## src/rtl/cpu_pkg.sv

```systemverilog
// cpu_pkg: shared datapath widths and writeback arbiter state encoding
package cpu_pkg;
    localparam int DATA_W = 8;
    localparam int REG_W  = 3;
    typedef enum logic [1:0] {IDLE, DRAIN, FORCE} wb_arb_state_t;
endpackage

```

## src/rtl/wb_fifo.sv

```systemverilog
// wb_fifo: sync FIFO holding matrix results (data + destination register)
// Ports: i_push/i_pop request enqueue/dequeue (ignored when full/empty),
//        i_data/i_dest entry in, o_data/o_dest head entry (0 when empty),
//        o_count occupancy, o_full/o_empty status.
module wb_fifo #(
    parameter int DATA_W = 8,
    parameter int REG_W  = 3,
    parameter int DEPTH  = 4
) (
    input  logic                       clk,
    input  logic                       rst,
    input  logic                       i_push,
    input  logic                       i_pop,
    input  logic [DATA_W-1:0]          i_data,
    input  logic [REG_W-1:0]           i_dest,
    output logic [DATA_W-1:0]          o_data,
    output logic [REG_W-1:0]           o_dest,
    output logic [$clog2(DEPTH):0]     o_count,
    output logic                       o_full,
    output logic                       o_empty
);
    localparam int AW = $clog2(DEPTH);
    logic [DATA_W-1:0] r_data [DEPTH];
    logic [REG_W-1:0]  r_dest [DEPTH];
    logic [AW-1:0]     r_wr, r_rd;
    logic [AW:0]       r_count;
    logic              w_wr_en, w_rd_en;
    assign o_full  = r_count == (AW+1)'(DEPTH);
    assign o_empty = r_count == '0;
    assign w_wr_en = i_push && !o_full;
    assign w_rd_en = i_pop && !o_empty;
    assign o_count = r_count;
    assign o_data  = o_empty ? '0 : r_data[r_rd];
    assign o_dest  = o_empty ? '0 : r_dest[r_rd];
    always_ff @(posedge clk) begin
        if (w_wr_en) begin
            r_data[r_wr] <= i_data;
            r_dest[r_wr] <= i_dest;
        end
    end
    // Pointers wrap naturally because DEPTH is a power of two.
    always_ff @(posedge clk or posedge rst) begin
        if (rst) begin
            r_wr    <= '0;
            r_rd    <= '0;
            r_count <= '0;
        end else begin
            if (w_wr_en) r_wr <= r_wr + AW'(1);
            if (w_rd_en) r_rd <= r_rd + AW'(1);
            r_count <= r_count + (AW+1)'(w_wr_en) - (AW+1)'(w_rd_en);
        end
    end
endmodule

```

## src/rtl/wb_arbiter.sv

```systemverilog
// wb_arbiter: shares the register-file write port between pipeline WB and matrix unit
// Ports: pipe_write pipeline write request; mx_valid/mx_data/mx_dest matrix result in,
//        mx_ready back-pressure; wb_sel/mx_wrtdata/mx_destreg/mx_write to the WB mux;
//        pipe_stall to hazard unit; fifo_count buffer occupancy.
module wb_arbiter #(
    parameter int DATA_W   = cpu_pkg::DATA_W,
    parameter int REG_W    = cpu_pkg::REG_W,
    parameter int DEPTH    = 4,
    parameter int MAX_WAIT = 3
) (
    input  logic                   clk,
    input  logic                   rst,
    input  logic                   pipe_write,
    input  logic                   mx_valid,
    input  logic [DATA_W-1:0]      mx_data,
    input  logic [REG_W-1:0]       mx_dest,
    output logic                   mx_ready,
    output logic                   wb_sel,
    output logic [DATA_W-1:0]      mx_wrtdata,
    output logic [REG_W-1:0]       mx_destreg,
    output logic                   mx_write,
    output logic                   pipe_stall,
    output logic [$clog2(DEPTH):0] fifo_count
);
    import cpu_pkg::*;
    localparam int CW = $clog2(DEPTH) + 1;
    localparam int WW = $clog2(MAX_WAIT + 1);
    wb_arb_state_t r_state, w_next;
    logic [WW-1:0] r_wait, w_wait_nx;
    logic [CW-1:0] w_count_nx;
    logic          w_full, w_empty, w_push, w_pop;
    assign mx_ready   = !w_full;
    assign w_push     = mx_valid && !w_full;
    // DRAIN yields to the pipeline; FORCE takes the port regardless.
    assign w_pop      = !w_empty && (r_state == FORCE || (r_state == DRAIN && !pipe_write));
    assign wb_sel     = w_pop;
    assign mx_write   = w_pop;
    assign pipe_stall = r_state == FORCE && pipe_write;
    assign w_count_nx = fifo_count + CW'(w_push) - CW'(w_pop);
    assign w_wait_nx  = (r_state == DRAIN && !w_pop) ? r_wait + WW'(1) : '0;
    always_comb begin
        w_next = IDLE;
        case (r_state)
            IDLE:    w_next = w_push ? DRAIN : IDLE;
            DRAIN:   w_next = w_count_nx == '0 ? IDLE : (w_wait_nx == WW'(MAX_WAIT) ? FORCE : DRAIN);
            FORCE:   w_next = w_count_nx == '0 ? IDLE : DRAIN;
            default: w_next = IDLE;
        endcase
    end
    always_ff @(posedge clk or posedge rst) begin
        if (rst) begin
            r_state <= IDLE;
            r_wait  <= '0;
        end else begin
            r_state <= w_next;
            r_wait  <= w_wait_nx;
        end
    end
    wb_fifo #(.DATA_W(DATA_W), .REG_W(REG_W), .DEPTH(DEPTH)) u_fifo (
        .clk     (clk),
        .rst     (rst),
        .i_push  (w_push),
        .i_pop   (w_pop),
        .i_data  (mx_data),
        .i_dest  (mx_dest),
        .o_data  (mx_wrtdata),
        .o_dest  (mx_destreg),
        .o_count (fifo_count),
        .o_full  (w_full),
        .o_empty (w_empty)
    );
endmodule

```

## config.mk

```make
export PLATFORM = sky130hd
export DESIGN_NAME = wb_arbiter
export DESIGN_NICKNAME = d
export VERILOG_FILES = /design/src/rtl/cpu_pkg.sv /design/src/rtl/wb_fifo.sv /design/src/rtl/wb_arbiter.sv
export SDC_FILE = /design/constraint.sdc
export NUM_CORES = 1
export LEC_CHECK = 0
export CORE_AREA = 2 2 69 71
export CTS_CLUSTER_DIAMETER = 40
export DETAILED_ROUTE_END_ITERATION = 8
export DIE_AREA = 0 0 71 73
export PLACE_DENSITY = 0.79
export REMOVE_ABC_BUFFERS = 1
export SLEW_MARGIN = 20
export SYNTH_ARGS = -nofsm -noshare
export SYNTH_HDL_FRONTEND = slang
export SYNTH_SLANG_ARGS = --single-unit
```

## constraint.sdc

```tcl
create_clock -name clk -period 5.1 [get_ports clk]
set_clock_uncertainty 0.05 [all_clocks]
set_input_delay 1.02 -clock clk [delete_from_list [all_inputs] [get_ports clk]]
set_output_delay 1.02 -clock clk [all_outputs]
set_load 0.005 [all_outputs]
```

Yosys cells after proc, flatten, opt, wreduce, memory -nomap -nowiden
Memories as Yosys holds them, arrays and structs flattened.
Cells that the tools add are included.
{"block": "word_totals", "word_cells": 43, "in_bits": 15, "mem_bits_rw": 44, "regBits": 11, "memories": 2, "output_inout_bits": 18}
{"block": "op_classes", "eq_ne": 4, "addsub": 7, "n_reduce_logical": 15, "mux": 10}
{"name": "u_fifo.r_data", "depth": 4, "width": 8, "read_ports": 1, "rd_ports_with_merged_regs": 0, "write_ports": 1, "line_no": "wb_fifo.sv:23", "source": "logic [DATA_W-1:0] r_data [DEPTH];"}
{"name": "u_fifo.r_dest", "depth": 4, "width": 3, "read_ports": 1, "rd_ports_with_merged_regs": 0, "write_ports": 1, "line_no": "wb_fifo.sv:24", "source": "logic [REG_W-1:0] r_dest [DEPTH];"}
{"op": "8-bit two-way mux", "count": 1}
{"op": "1-bit logical AND", "count": 7}
{"op": "2-bit by 1-bit adder with 2-bit output, second input constant", "count": 3}
{"op": "3-bit by 1-bit adder with 3-bit output", "count": 2}
{"op": "3-bit zero test", "count": 2}
{"op": "2-bit two-way mux", "count": 3}
{"op": "2-bit case mux with 3 select lines", "count": 1}
{"op": "3-bit by 1-bit subtractor with 3-bit output", "count": 2}
{"op": "2-bit equality test, second input constant", "count": 2}
{"op": "1-bit zero test", "count": 4}
{"op": "1-bit two-way mux", "count": 4}
{"op": "3-bit equality test, second input constant", "count": 1}
{"op": "3-bit two-way mux", "count": 1}
{"op": "2-bit by 1-bit equality test with 1-bit output, second input constant", "count": 1}
{"op": "2-bit zero test", "count": 1}
{"op": "1-bit logical OR", "count": 1}

Logic depth before layout (Yosys ltp)
Gate-level depths: netlist (run 1).
{"block": "depth", "depth_word": 11, "depth_mapped": 11, "mapped_depth_nobuf": 10}

Cells and area by module
From an unflattened synthesis (run 1), not the netlist that was laid out.
{"block": "hier_totals", "cells_unflattened": 139, "area_unflattened_um2": 2452.4}
{"module": "wb_fifo", "n_inst": 1, "seq_area_each_um2": 1496.4, "area_each_um2": 2150.8, "cells_per_inst": 106}
{"module": "wb_arbiter", "n_inst": 1, "seq_area_each_um2": 100.1, "area_each_um2": 301.5, "cells_per_inst": 33}

Worst setup path before layout (run 1)
No wires, ideal clock.
{"block": "synth_timing", "kind": "input -> register", "startpoint": "in pipe_write", "endpoint": "reg r_state[0]", "setup_time_ps": 125, "required_ps": 4925, "arrival_time_ps": 2977, "path_buffers": 0, "slack_ps": 1948, "path_stages": 10, "cell_sequence": "or3b_1 > a21oi_2 > ha_1 > inv_1 > ha_1 > fa_1 > nor3b_1 > mux2i_1 > nand3_1 > nand3_1"}
{"block": "synth_via", "elab_chain_cells": 11, "elab_cells_between_ends": 14, "cone_classes": "add/sub (1); eq/ne (1); mux (5); reduce/logical (7)"}
{"element": "start: declaration", "line_no": "wb_arbiter.sv:13", "source": "input logic pipe_write,"}
{"element": "1-bit zero test (*)", "line_no": "wb_arbiter.sv:35", "source": "assign w_pop = !w_empty && (r_state == FORCE || (r_state == DRAIN && !pipe_write));"}
{"element": "1-bit logical AND (*)", "line_no": "wb_arbiter.sv:35"}
{"element": "1-bit logical OR (*)", "line_no": "wb_arbiter.sv:35"}
{"element": "1-bit logical AND (*)", "line_no": "wb_arbiter.sv:35"}
{"element": "named net mx_write", "line_no": "wb_arbiter.sv:21", "source": "output logic mx_write,"}
{"element": "branches (longest 6 deep; another with 3-bit by 1-bit subtractor with 3-bit output)"}
{"element": "2-bit case mux with 3 select lines (*)", "line_no": "wb_arbiter.sv:43", "source": "case (r_state)"}
{"element": "named net w_next[0]", "line_no": "wb_arbiter.sv:28", "source": "wb_arb_state_t r_state, w_next;"}
{"element": "end signal: assignment", "line_no": "wb_arbiter.sv:55", "source": "r_state <= w_next;"}
{"element": "end: declaration", "line_no": "wb_arbiter.sv:28"}
Mark *: on every way through the listed nets, which the timed path passes.
A chain may end at the register's enable or synchronous reset.

Worst setup path in the final report (run 1)
{"block": "layout_timing", "startpoint": "in pipe_write", "endpoint": "out wb_sel"}
{"block": "layout_via", "elab_chain_cells": 4}
{"element": "1-bit zero test", "line_no": "wb_arbiter.sv:35"}
{"element": "1-bit logical AND", "line_no": "wb_arbiter.sv:35"}
{"element": "1-bit logical OR", "line_no": "wb_arbiter.sv:35"}
{"element": "1-bit logical AND", "line_no": "wb_arbiter.sv:35"}
{"element": "end: declaration", "line_no": "wb_arbiter.sv:18", "source": "output logic wb_sel,"}
Every way passes these cells.

==> results of run 1 <==
## registers in the layout, summed over array words and instances (netlist names)
register and flops:
r_state 2, r_wait 2, u_fifo.o_count 3, u_fifo.r_data 32, u_fifo.r_dest 12, u_fifo.r_rd 2
u_fifo.r_wr 2
## worst max-delay path, cell delays in order
cell,delay (ns)
clkdlybuf4s50_1,0.46
or3b_1,0.39
a21oi_2,0.29
clkdlybuf4s50_1,0.57
## area by class of cell
class	count	area share (%)
tap	54	2.37
multi-input combinational	65	24.6
inverter	13	1.71
timing repair buffer	32	11.2
clock buffer	5	2.42
clock inverter	3	1.63
sequential	55	56.1
## stage by stage
| step | std cells | utilization, % | hold WS [ns] | setup WS, ns | power, uW |
|---|---|---|---|---|---|
| 4_1_cts | 227 | 62.8 | 0.426 | 1.30 | 1670 |
| 2_1_floorplan | 133 | - | 0.396 | 1.92 | 1080 |
| 3_5_place_dp | 219 | 60.2 | 0.414 | 1.30 | 1380 |
| 3_3_place_gp | 219 | 60.2 | 0.407 | 1.34 | 1340 |
| 6_report | 227 | 62.8 | 0.428 | 1.30 | 1640 |
| 5_1_grt | 227 | 62.8 | 0.465 | 1.23 | 1750 |
## how the worst min path moves through the flow
stage	start	endpoint	slack [ns]	depth (start not counted)
after global routing	r_wait[0]$_DFF_PP0_	r_wait[0]$_DFF_PP0_	0.47	1
final	r_wait[0]$_DFF_PP0_	r_wait[0]$_DFF_PP0_	0.43	1
after global placement	r_wait[0]$_DFF_PP0_	r_wait[0]$_DFF_PP0_	0.41	1
after CTS	r_wait[0]$_DFF_PP0_	r_wait[0]$_DFF_PP0_	0.43	1
after floorplan	r_wait[0]$_DFF_PP0_	r_wait[0]$_DFF_PP0_	0.40	1
after detailed placement	r_wait[0]$_DFF_PP0_	r_wait[0]$_DFF_PP0_	0.41	1
## cells in the final DEF (no fill, tap or decap), drive strengths merged, types with 2 or more instances in the layout
master / count
and3: 4
clkbuf: 5
clkdlybuf4s50: 32
dfrtp: 11
edfxtp: 44
fa: 2
ha: 8
inv: 14
mux4: 11
nand2: 3
nand2b: 2
nand3: 2
nor2: 3
nor2b: 12
nor3: 2
o21ai: 2
or3b: 2
xnor2: 3
xor2: 3
## power by group
part / switching (uW) / internal, uW
clock network: 142 / 148
logic: 261 / 386
registers: 99.0 / 606
total: 503 / 1140
## layer usage
| layer | track usage (%) | vias up |
|---|---|---|
| met5 | 0 | - |
| met4 | 4.40 | 0 |
| met3 | 5.25 | 6 |
| met2 | 30.9 | 27 |
| met1 | 19.4 | 594 |
| li1 | - | 571 |
## cell families (layout without fill, tap and decap cells)
logic type,Yosys count,count (layout)
xor+xnor,6,6
mux,12,12
fa+ha+maj,10,10
simple gates,33,33
buf+inv,18,53
compound gates,4,4
flops,55,55
==> metrics.sh, run 1 <==
STATUS='completed'
CORE_AREA_SQ_MM=0.00454
TRITONCTS='yes'
HIGHEST-SIGNAL-LAYER='met4'
POST_SYNTHESIS_CELL_TYPE_WITH_THE_LARGEST_COMBINED_AREA='edfxtp_1'
VIAS_PER_CELL=5.28
VIAS=1198
WL_MET2_MM=2.12
DESIGN.FINAL.NETS=197
DIODES=0
RR_ENDPOINT='r_state[0]$_DFF_PP0_'
YOSYS_MOST_USED_DFF='edfxtp_1'
WORST_SETUP_EP_TYPE='output pin'
MAXCAPVIOLATIONS=0
SYNTHMOSTINSTANTIATEDCELL='edfxtp_1'
SYNTH_AREA_LEADERS='edfxtp_1, dfrtp_1, mux4_2'
ENDPOINT='wb_sel'
SYNTH.YOSYS.WARNINGS=0
CTS-HTREE-LEVELS=2
CTS.HOLD.BUFFERS_ADDED=0
XOR_XNOR_SHARE_OF_THE_SYNTHESIZED_AREA_PCT=2.53
TIMING.FINAL.SETUP_VIOLATIONS=0
SYNTH.CELLS.MOST_FREQUENT='edfxtp_1, inv_1, nor2b_1, dfrtp_1, mux4_2'
SYNTH_FA_HA_AREA_SHARE_PCT=5.89
GRT_SETUP_UNREPAIRED='false'
LAYOUT.AREA.SEQ_SQ_MM=0.00160
VIAS_IN_THE_FIRST_GLOBAL_ROUTE=1307
MET3_WIRELENGTH_UM=181
HOLD_PATH_CLASS='flop to flop'
SYNTH_CELLS=138
LEAKAGE_uW=0.00106
GRT_START_MAX_NET_PINS=19
CLKTRANSATPATHREGS_NS=0.10
REQUIRED_NS=4.03
SYNTH_COMPOUND_GATE_AREA_SHARE_PCT=1.32
CTS-RESIZED-GATES=0
CLK_PATH_BUF_DEPTH=2
POWER_DENSITY_mW_PER_MM2=577
WIRE_LENGTH_OF_THE_FIRST_GLOBAL_ROUTING_PASS_MM=6.46
SYNTH.TOP_CELL.AREA_SHARE_PCT=55.6
ROUTABILITYCONGESTION=0.725
CRIT_FANOUT=6
FINAL_HPWL_FROM_DETAILED_PLACEMENT_MM=2.68
SETUP.WORST_PATH.CLASS='primary input to output pin'
DRT_PASS1_ITERATIONS=4
TNS_NS=0
SETUP.WORST_PATH.START='pipe_write'
ROUTED_WL_MM=3.87
BOUNDARYPINS=33
SYNTH_AREA_IN_SIMPLE_GATES_PCT=8.68
DESIGN_AREA_SQ_MM=0.00285
IO_BUFFER_COUNT=32
CRIT-REG2REG-LAUNCH='u_fifo.o_count[1]$_DFF_PP0_'
LAYOUT.FILLER_CELLS=335
CTS_SETUP_BUFFERS=0
PLACEMENTROWS=25
TIMING.FMAX_MHz=263
CLK-INSERTION-DELAY-LATE_NS=0.31
FLOW.AREA_GROWTH_FROM_SYNTHESIS_PCT=19.8
ASYNC_FLOP_SHARE_PCT=20.0
WL_MET1_MM=1.52
FINAL_PERIOD_MINUS_WORST_SETUP_SLACK_NS=3.80
ROUTE.ANTENNA.REMAINING_NETS=0
GRT.OVERFLOW.TOTAL=0
FINAL_MIN_PERIOD_OVER_CLOCK_PERIOD_PCT=74.6
SYNTH_EDF_COUNT=44
FLOORPLAN.DIE.WIDTH_UM=71
NUMBER_OF_ANTENNA_VIOLATIONS_AT_THE_FIRST_CHECK_IN_GLOBAL_ROUTING=0
SYNTHESIS.AREA_SQ_MM=0.00238
AVGSYNTHCELLAREA_SQ_UM=17.2
SYNTH.AREA.MUX_SHARE_PCT=11.0
DPL_CELL_AREA_SQ_MM=0.00273
DETAILEDROUTE.FIRSTITERATIONVIOLATIONS=73
TIGHTESTPINTRANSITION_NS=1.01
CTS.ROOT.BUFFER_CELL='clkbuf_8'
DIEAREA_SQ_MM=0.00518
HOLD_VIOL_FINAL=0
GLOBALROUTETOTALUTIL_PCT=16.9
FINAL-MAX-SLEW-VIOLATION-COUNT=0
AVGROUTEDWIREPERCELL_UM=17.1
CRIT_ARRIVAL_NS=2.73
WORST_IR_DROP_VDD_mV=0.252
DOMINANT_COMBINATIONAL_CELL_FAMILY_BY_AREA_AFTER_SYNTHESIS='multiplexers'
SYNTHDISTINCTLIBCELLS=33
FINAL_LAYOUT_SIZE_SUFFIX_GT1_SHARE_PCT=13.9
TIMING.REG2REG.SETUP_SLACK_NS=1.94
DIE_H_UM=73
SYNTH_SEQ_AREA_SHARE_PCT=67.2
SYNTH-SEQ-CELLS=55
STARTPOINT_TYPE='primary input'
START_UTIL_PCT=52.4
RR_WORST_DEPTH=10
AREA_OF_COMBINATIONAL_CELLS_WITH_MULTIPLE_INPUTS_SQ_UM=699
NUMBER_OF_DRC_VIOLATIONS_AFTER_DETAILED_ROUTING=0
CLOCK-SINKS=55
CTS_BUFFERS=5
SLEW_HEADROOM_PCT=32.3
Note: power is estimated with default switching activity, not from simulation.
==> inputs of run 2 (changes only) <==
Settings changed: CORE_AREA 2 2 69 71 to 2 2 70 72, DIE_AREA 0 0 71 73 to 0 0 72 74, PLACE_DENSITY 0.79 to 0.77.
Clock period 5.1 ns to 3.75 ns, I/O delays scaled along.
==> run 2 against run 1 <==
  * Sequential power up 34%
  * Sequential share of layout area down 0.12 points
  * Non-clock buffer count up 2
  * Final cell count up 0.88%
  * Sequential cell count unchanged
  * First-iteration DRC count down 21%
  * Cell area up 0.22%
  * Utilization down 0.72 points
  * Global-route usage down 0.64 points
  * Largest cell class unchanged
  * Highest routed layer unchanged
==> metrics.sh, run 2 (synthesis results as in run 1) <==
VIAS_PER_CELL=5.28  # +0.12%
CTS_BUFFERS=5  # unchanged
CTS_SETUP_BUFFERS=0  # unchanged
WORST_IR_DROP_VDD_mV=0.486  # +93%
CTS.ROOT.BUFFER_CELL='clkbuf_8'
NUMBER_OF_DRC_VIOLATIONS_AFTER_DETAILED_ROUTING=0  # unchanged
CLOCK-SINKS=55  # unchanged
BOUNDARYPINS=33  # unchanged
PLACEMENTROWS=25  # unchanged
FINAL-MAX-SLEW-VIOLATION-COUNT=0  # unchanged
MOSTFREQUENTLAYOUTCELLS='edfxtp_1, clkdlybuf4s50_1, inv_1, nor2b_1, dfrtp_1'
CTS.HOLD.BUFFERS_ADDED=0  # unchanged
DIODES=0  # unchanged
VIAS=1210  # +1.0%
LARGEST_REG_BY_FF_COUNT='u_fifo.r_data'
TIMING.CRITICAL_PATH.MODE_CELL='clkdlybuf4s50_1'
GRT_SETUP_UNREPAIRED='false'
NUMBER_OF_ANTENNA_VIOLATIONS_AT_THE_FIRST_CHECK_IN_GLOBAL_ROUTING=0  # unchanged
DPL_CELL_AREA_SQ_MM=0.00275  # +0.55%
FINAL_MIN_PERIOD_OVER_CLOCK_PERIOD_PCT=87.7
FINAL_LAYOUT_SIZE_SUFFIX_GT1_SHARE_PCT=13.7  # -0.16 points
CLKTRANSATPATHREGS_NS=0.08  # -0.02 ns
CLK_PATH_BUF_DEPTH=2  # unchanged
CORE_AREA_SQ_MM=0.00460  # +1.4%
CPLARGESTDELAYFAMILY='buffers and inverters'
TNS_NS=0  # unchanged
MAXCAPVIOLATIONS=0  # unchanged
CRIT_PATH_CELL_TRACE='clkdlybuf4s50_1, or3b_1, a21oi_2, clkdlybuf4s50_1'
SLEW_HEADROOM_PCT=59.4  # +27 points
DIE_H_UM=74  # +1.4%
LEAKAGE_uW=0.00106  # +0.74%
TIMING.FMAX_MHz=304
HOLD_PATH_CLASS='flop to flop'
GRT_START_MAX_NET_PINS=17  # -2
STATUS='completed'
STARTPOINT_TYPE='primary input'
DETAILEDROUTE.FIRSTITERATIONVIOLATIONS=58  # -21%
TRITONCTS='yes'
DPL_WORST_SLACK_NS=0.128  # -1.17 ns
ROUTED_WL_MM=3.99  # +3.1%
LAYOUT.CELLS.MOST_COMMON='edfxtp_1'
AVGROUTEDWIREPERCELL_UM=17.4  # +2.2%
DRT_PASS1_ITERATIONS=2  # -2
FINAL_HPWL_FROM_DETAILED_PLACEMENT_MM=2.86  # +7.0%
CRITICAL_PATH.MAX_STAGE_DELAY_NS=0.57  # about the same
DIEAREA_SQ_MM=0.00533  # +2.8%
REQUIRED_NS=2.95  # -1.08 ns
WIRE_LENGTH_OF_THE_FIRST_GLOBAL_ROUTING_PASS_MM=6.33  # -2.0%
POWER_DENSITY_mW_PER_MM2=786  # +36%
SETUP.WORST_PATH.CLASS='primary input to output pin'
MINIMUM_SETUP_SLACK_IN_THE_FINAL_DESIGN_NS=0.462  # -0.835 ns
DESIGN.FINAL.NETS=199  # +1.0%
VIAS_IN_THE_FIRST_GLOBAL_ROUTE=1350  # +3.3%
CRIT_ARRIVAL_NS=2.49  # -0.24 ns
TIMING.FINAL.SETUP_VIOLATIONS=0  # unchanged
HOLD_VIOL_FINAL=0  # unchanged
CLK-INSERTION-DELAY-LATE_NS=0.29  # -0.02 ns
CP.BUFFERS_INVERTERS=2  # unchanged
LARGEST_REG_FLOPS=32  # unchanged
ROUTABILITYCONGESTION=0.796  # +9.8%
CTS-HTREE-LEVELS=2  # unchanged
WORST_SETUP_EP_TYPE='output pin'
IO_BUFFER_COUNT=32  # unchanged
DESIGN_AREA_SQ_MM=0.00285  # +0.22%
FLOORPLAN.DIE.WIDTH_UM=72  # +1.4%
CTS-RESIZED-GATES=0  # unchanged
FINAL_PERIOD_MINUS_WORST_SETUP_SLACK_NS=3.29
START_UTIL_PCT=51.7  # -0.71 points
FLOW.AREA_GROWTH_FROM_SYNTHESIS_PCT=20.1
TIGHTESTPINTRANSITION_NS=0.609  # -0.401 ns
ROUTE.ANTENNA.REMAINING_NETS=0  # unchanged
GLOBALROUTETOTALUTIL_PCT=16.3  # -0.64 points
GRT.OVERFLOW.TOTAL=0  # unchanged
CRIT_FANOUT=6  # unchanged
CRIT_SLOWEST_CELL='clkdlybuf4s50_1'
[run 2: report_power, final]
| part | switching [uW] | total, uW | internal (uW) |
|---|---|---|---|
| Clock | 173 | 373 | 200 |
| Sequential | 117 | 943 | 825 |
| Combinational | 387 | 927 | 540 |
| Total | 677 | 2240 | 1560 |
[run 2: per-stage QoR]
stage | hold WS, ns | util [%] | power [uW] | cells
after floorplan | 0.396 | - | 1470 | 133
after global placement | 0.408 | 59.8 | 1840 | 221
after detailed placement | 0.415 | 59.8 | 1900 | 221
after CTS | 0.433 | 62.1 | 2270 | 229
after global routing | 0.474 | 62.1 | 2390 | 229
final | 0.429 | 62.1 | 2240 | 229
[run 2: layer usage]
layer | up-vias | share of wire (%) | track usage, %
met2 | 19 | 56 | 31.0
met3 | 4 | 2.7 | 4.07
met5 | - | 0 | 0
met4 | 0 | 0.75 | 3.35
li1 | 571 | - | -
met1 | 616 | 41 | 18.8
[run 2: layout make-up]
| type | count | area (sq um) |
|---|---|---|
| clock buffers | 7 | 76.3 |
| well taps | 54 | 67.6 |
| flip-flops and latches | 55 | 1600 |
| fillers | 335 | 1740 |
| multi-input cells | 65 | 699 |
| repair buffers | 34 | 335 |
| clock inverters | 1 | 30.0 |
| inverters | 13 | 48.8 |
[run 2: worst paths after layout]
kind / slack (ns) / to / startpoint / depth (start not counted)
worst max-delay path: 0.46 / mx_write / pipe_write / 4
worst min-delay path: 0.43 / r_wait[0]$_DFF_PP0_ / r_wait[0]$_DFF_PP0_ / 1
worst max register to register: 0.98 / r_state[0]$_DFF_PP0_ / r_state[1]$_DFF_PP0_ / 10
worst min register to register: 0.43 / r_wait[0]$_DFF_PP0_ / r_wait[0]$_DFF_PP0_ / 1
max in group asynchronous: 2.61 / r_wait[0]$_DFF_PP0_ / rst / 2
min in group asynchronous: 0.72 / u_fifo.o_count[2]$_DFF_PP0_ / rst / 2
==> inputs of run 3 (changes only) <==
Settings changed: CAP_MARGIN set to 0, CORE_AREA 2 2 70 72 to 5 5 74 76, DIE_AREA 0 0 72 74 to 0 0 79 81, PLACE_DENSITY 0.77 to 0.76, SYNTH_HIERARCHICAL set to 1.
==> run 3 against run 2 <==
  * Synthesized cell count grew 0.72%
  * Sequential share of layout area shrank 1.3 points
  * Non-clock buffer count grew 1
  * Worst setup slack gained 0.0016 ns
  * Die area grew 20%
  * Wire length grew 7.1%
  * Area after synthesis grew 3.2%
  * Cell area grew 2.4%
  * Sequential cell count is the same
  * Critical path type is now primary input to flop
  * Clock power shrank 17%
  * Via count grew 2.8%
  * Largest power group is now combinational cells
  * Register-to-register slack lost 0.15 ns
==> metrics.sh, run 3 <==
STATUS='completed'
CTS-HTREE-LEVELS=2  # unchanged
MINIMUM_SETUP_SLACK_IN_THE_FINAL_DESIGN_NS=0.464  # +0.00160 ns
TIMING.CRITICAL_PATH.MODE_CELL='ha_1'
CORE_AREA_SQ_MM=0.00466  # +1.4%
CLOCK-SINKS=55  # unchanged
TNS_NS=0  # unchanged
CRIT_SLOWEST_CELL='clkdlybuf4s50_1'
DESIGN.FINAL.NETS=202  # +1.5%
FLOW.AREA_GROWTH_FROM_SYNTHESIS_PCT=19.1
FINAL_LAYOUT_SIZE_SUFFIX_GT1_SHARE_PCT=17.4  # +3.7 points
SYNTH.TOP_CELL.AREA_SHARE_PCT=53.9  # -1.7 points
CLK_PATH_BUF_DEPTH=2  # unchanged
GLOBALROUTETOTALUTIL_PCT=15.3  # -0.95 points
FLOORPLAN.DIE.WIDTH_UM=79  # +9.7%
PLACEMENTROWS=25  # unchanged
REQUIRED_NS=3.89  # +0.94 ns
CLKTRANSATPATHREGS_NS=0.09  # about the same
NUMBER_OF_ANTENNA_VIOLATIONS_AT_THE_FIRST_CHECK_IN_GLOBAL_ROUTING=0  # unchanged
SYNTH-SEQ-CELLS=55  # unchanged
SYNTHDISTINCTLIBCELLS=30  # -9.1%
TIGHTESTPINTRANSITION_NS=0.630  # +0.0216 ns
GRT.OVERFLOW.TOTAL=0  # unchanged
FINAL_HPWL_FROM_DETAILED_PLACEMENT_MM=3.06  # +6.9%
ASYNC_FLOP_SHARE_PCT=20.0  # unchanged
CRIT_FANOUT=3  # -3
POWER_DENSITY_mW_PER_MM2=790  # +0.58%
SYNTH_EDF_COUNT=44  # unchanged
VIAS_PER_CELL=5.36  # +1.5%
BOUNDARYPINS=33  # unchanged
AVGROUTEDWIREPERCELL_UM=18.4  # +5.7%
CTS_SETUP_BUFFERS=0  # unchanged
DETAILEDROUTE.FIRSTITERATIONVIOLATIONS=51  # -12%
FINAL-MAX-SLEW-VIOLATION-COUNT=0  # unchanged
LEAKAGE_uW=0.00112  # +5.3%
DPL_WORST_SLACK_NS=0.145  # +0.0169 ns
HOLD_PATH_CLASS='flop to flop'
DIEAREA_SQ_MM=0.00640  # +20%
TIMING.FMAX_MHz=304  # about the same
SYNTH_AREA_LEADERS='edfxtp_1, dfrtp_1, mux4_2'
ROUTED_WL_MM=4.27  # +7.1%
LARGEST_REG_BY_FF_COUNT='u_fifo/r_data'
SETUP.WORST_PATH.CLASS='primary input to flop'
SYNTH.YOSYS.WARNINGS=6  # +6
CRITICAL_PATH.MAX_STAGE_DELAY_NS=0.52  # -0.05 ns
WORST_SETUP_EP_TYPE='flop'
FINAL_PERIOD_MINUS_WORST_SETUP_SLACK_NS=3.29  # -0.00160 ns
LAYOUT.CELLS.MOST_COMMON='edfxtp_1'
GRT_SETUP_UNREPAIRED='false'
STARTPOINT_TYPE='primary input'
MOSTFREQUENTLAYOUTCELLS='edfxtp_1, clkdlybuf4s50_1, inv_1, dfrtp_1'
TRITONCTS='yes'
WORST_IR_DROP_VDD_mV=0.449  # -7.6%
CRIT_PATH_CELL_TRACE='clkdlybuf4s50_1, o21ai_0, nor2b_1, ha_1, inv_1, ha_1, fa_1, xnor3_1, or3_1, a22oi_1, o21ai_1'
CLK-INSERTION-DELAY-LATE_NS=0.30  # about the same
TIMING.FINAL.SETUP_VIOLATIONS=0  # unchanged
CP.BUFFERS_INVERTERS=2  # unchanged
LAYOUT.FILLER_CELLS=324  # -3.3%
SYNTHMOSTINSTANTIATEDCELL='edfxtp_1'
DESIGN_AREA_SQ_MM=0.00292  # +2.4%
LAYOUT.AREA.SEQ_SQ_MM=0.00160  # unchanged
LARGEST_REG_FLOPS=32  # unchanged
SLEW_HEADROOM_PCT=58.0  # -1.4 points
ROUTABILITYCONGESTION=0.697  # -12%
ROUTE.ANTENNA.REMAINING_NETS=0  # unchanged
CTS.HOLD.BUFFERS_ADDED=0  # unchanged
IO_BUFFER_COUNT=32  # unchanged
AREA_OF_COMBINATIONAL_CELLS_WITH_MULTIPLE_INPUTS_SQ_UM=777  # +11%
POST_SYNTHESIS_CELL_TYPE_WITH_THE_LARGEST_COMBINED_AREA='edfxtp_1'
VIAS=1244  # +2.8%
FIN_WORST_HOLD_SLACK_NS=0.458  # +0.0297 ns
TIMING.REG2REG.SETUP_SLACK_NS=0.83  # -0.15 ns
SYNTH.CELLS.MOST_FREQUENT='edfxtp_1, inv_1, dfrtp_1'
VIAS_IN_THE_FIRST_GLOBAL_ROUTE=1434  # +6.2%
CTS.ROOT.BUFFER_CELL='clkbuf_8'
CTS-RESIZED-GATES=0  # unchanged
START_UTIL_PCT=52.6  # +0.92 points
FINAL_MIN_PERIOD_OVER_CLOCK_PERIOD_PCT=87.6  # about the same
AVGSYNTHCELLAREA_SQ_UM=17.6  # +2.4%
SYNTHESIS.AREA_SQ_MM=0.00245  # +3.2%
HOLD_VIOL_FINAL=0  # unchanged
DPL_CELL_AREA_SQ_MM=0.00284  # +3.2%
CRIT_ARRIVAL_NS=3.42  # +0.93 ns
GRT_START_MAX_NET_PINS=17  # unchanged
DIE_H_UM=81  # +9.5%
DRT_PASS1_ITERATIONS=4  # +2
CTS_BUFFERS=5  # unchanged
MAXCAPVIOLATIONS=0  # unchanged
NUMBER_OF_DRC_VIOLATIONS_AFTER_DETAILED_ROUTING=0  # unchanged
YOSYS_MOST_USED_DFF='edfxtp_1'
DIODES=0  # unchanged
CPLARGESTDELAYFAMILY='adder cells'
WIRE_LENGTH_OF_THE_FIRST_GLOBAL_ROUTING_PASS_MM=7.14  # +13%
SYNTH_SEQ_AREA_SHARE_PCT=65.1  # -2.1 points
SYNTH_CELLS=139  # +0.72%
run 3: worst register-to-register path, cell delays in order, from the launching register on:
cell      delay, ns
dfrtp_1        0.41
nand2b_1       0.20
o21ai_0        0.17
nor2b_1        0.22
ha_1           0.16
inv_1          0.04
ha_1           0.19
fa_1           0.38
xnor3_1        0.37
or3_1          0.37
a22oi_1        0.19
o21ai_1        0.09
run 3: power by group:
| part | internal (uW) | switching, uW | leakage [uW] | total [uW] |
|---|---|---|---|---|
| sequential | 830 | 120 | 0.000535 | 950 |
| clock | 131 | 178 | 0.0000428 | 310 |
| combinational | 638 | 411 | 0.000543 | 1050 |
run 3: cell type report:
type	instances	share of cell area (%)
Clock buffer	6	2.48
Timing Repair Buffer	35	11.7
Inverter	14	1.80
Multi-Input combinational cell	66	26.6
Tap cell	54	2.31
Sequential cell	55	54.6
Clock inverter	2	0.428
run 3: final timing paths:
| path | from | end | depth (start not counted) |
|---|---|---|---|
| min in group asynchronous | rst | r_wait[1]$_DFF_PP0_ | 2 |
| max in group asynchronous | rst | u_fifo/r_rd[1]$_DFFE_PP0P_ | 2 |
| worst max register to register | r_state[1]$_DFF_PP0_ | r_state[0]$_DFF_PP0_ | 11 |
| worst max-delay path | pipe_write | r_state[0]$_DFF_PP0_ | 11 |
| worst min-delay path | r_wait[0]$_DFF_PP0_ | r_wait[0]$_DFF_PP0_ | 1 |
| worst min register to register | r_wait[0]$_DFF_PP0_ | r_wait[0]$_DFF_PP0_ | 1 |
run 3: routing by layer:
layer	share of wire (%)	track usage (%)	up-vias
li1	-	-	578
met1	39	17.9	642
met2	57	27.5	19
met3	2.9	3.88	5
met4	1.3	5.33	0
met5	0	0	-
run 3: per-stage QoR:
| step | power [uW] | instances | utilization (%) |
|---|---|---|---|
| 6_report | 2310 | 232 | 62.7 |
| 5_1_grt | 2480 | 232 | 62.7 |
| 4_1_cts | 2350 | 232 | 62.7 |
| 3_5_place_dp | 2040 | 224 | 60.9 |
| 3_3_place_gp | 1960 | 224 | 60.9 |
| 2_1_floorplan | 1570 | 135 | - |
run 3: logic make-up after synthesis:
logic type | count (synthesis) | share of synthesized area (%)
adders and majority gates | 10 | 5.71
muxes | 12 | 11.0
xor gates and xnor gates | 7 | 3.06
buffers and inverters | 18 | 3.42
AOI/OAI and AO/OA | 4 | 1.12
and+or+nand+nor | 33 | 10.6
DFF | 55 | 65.1
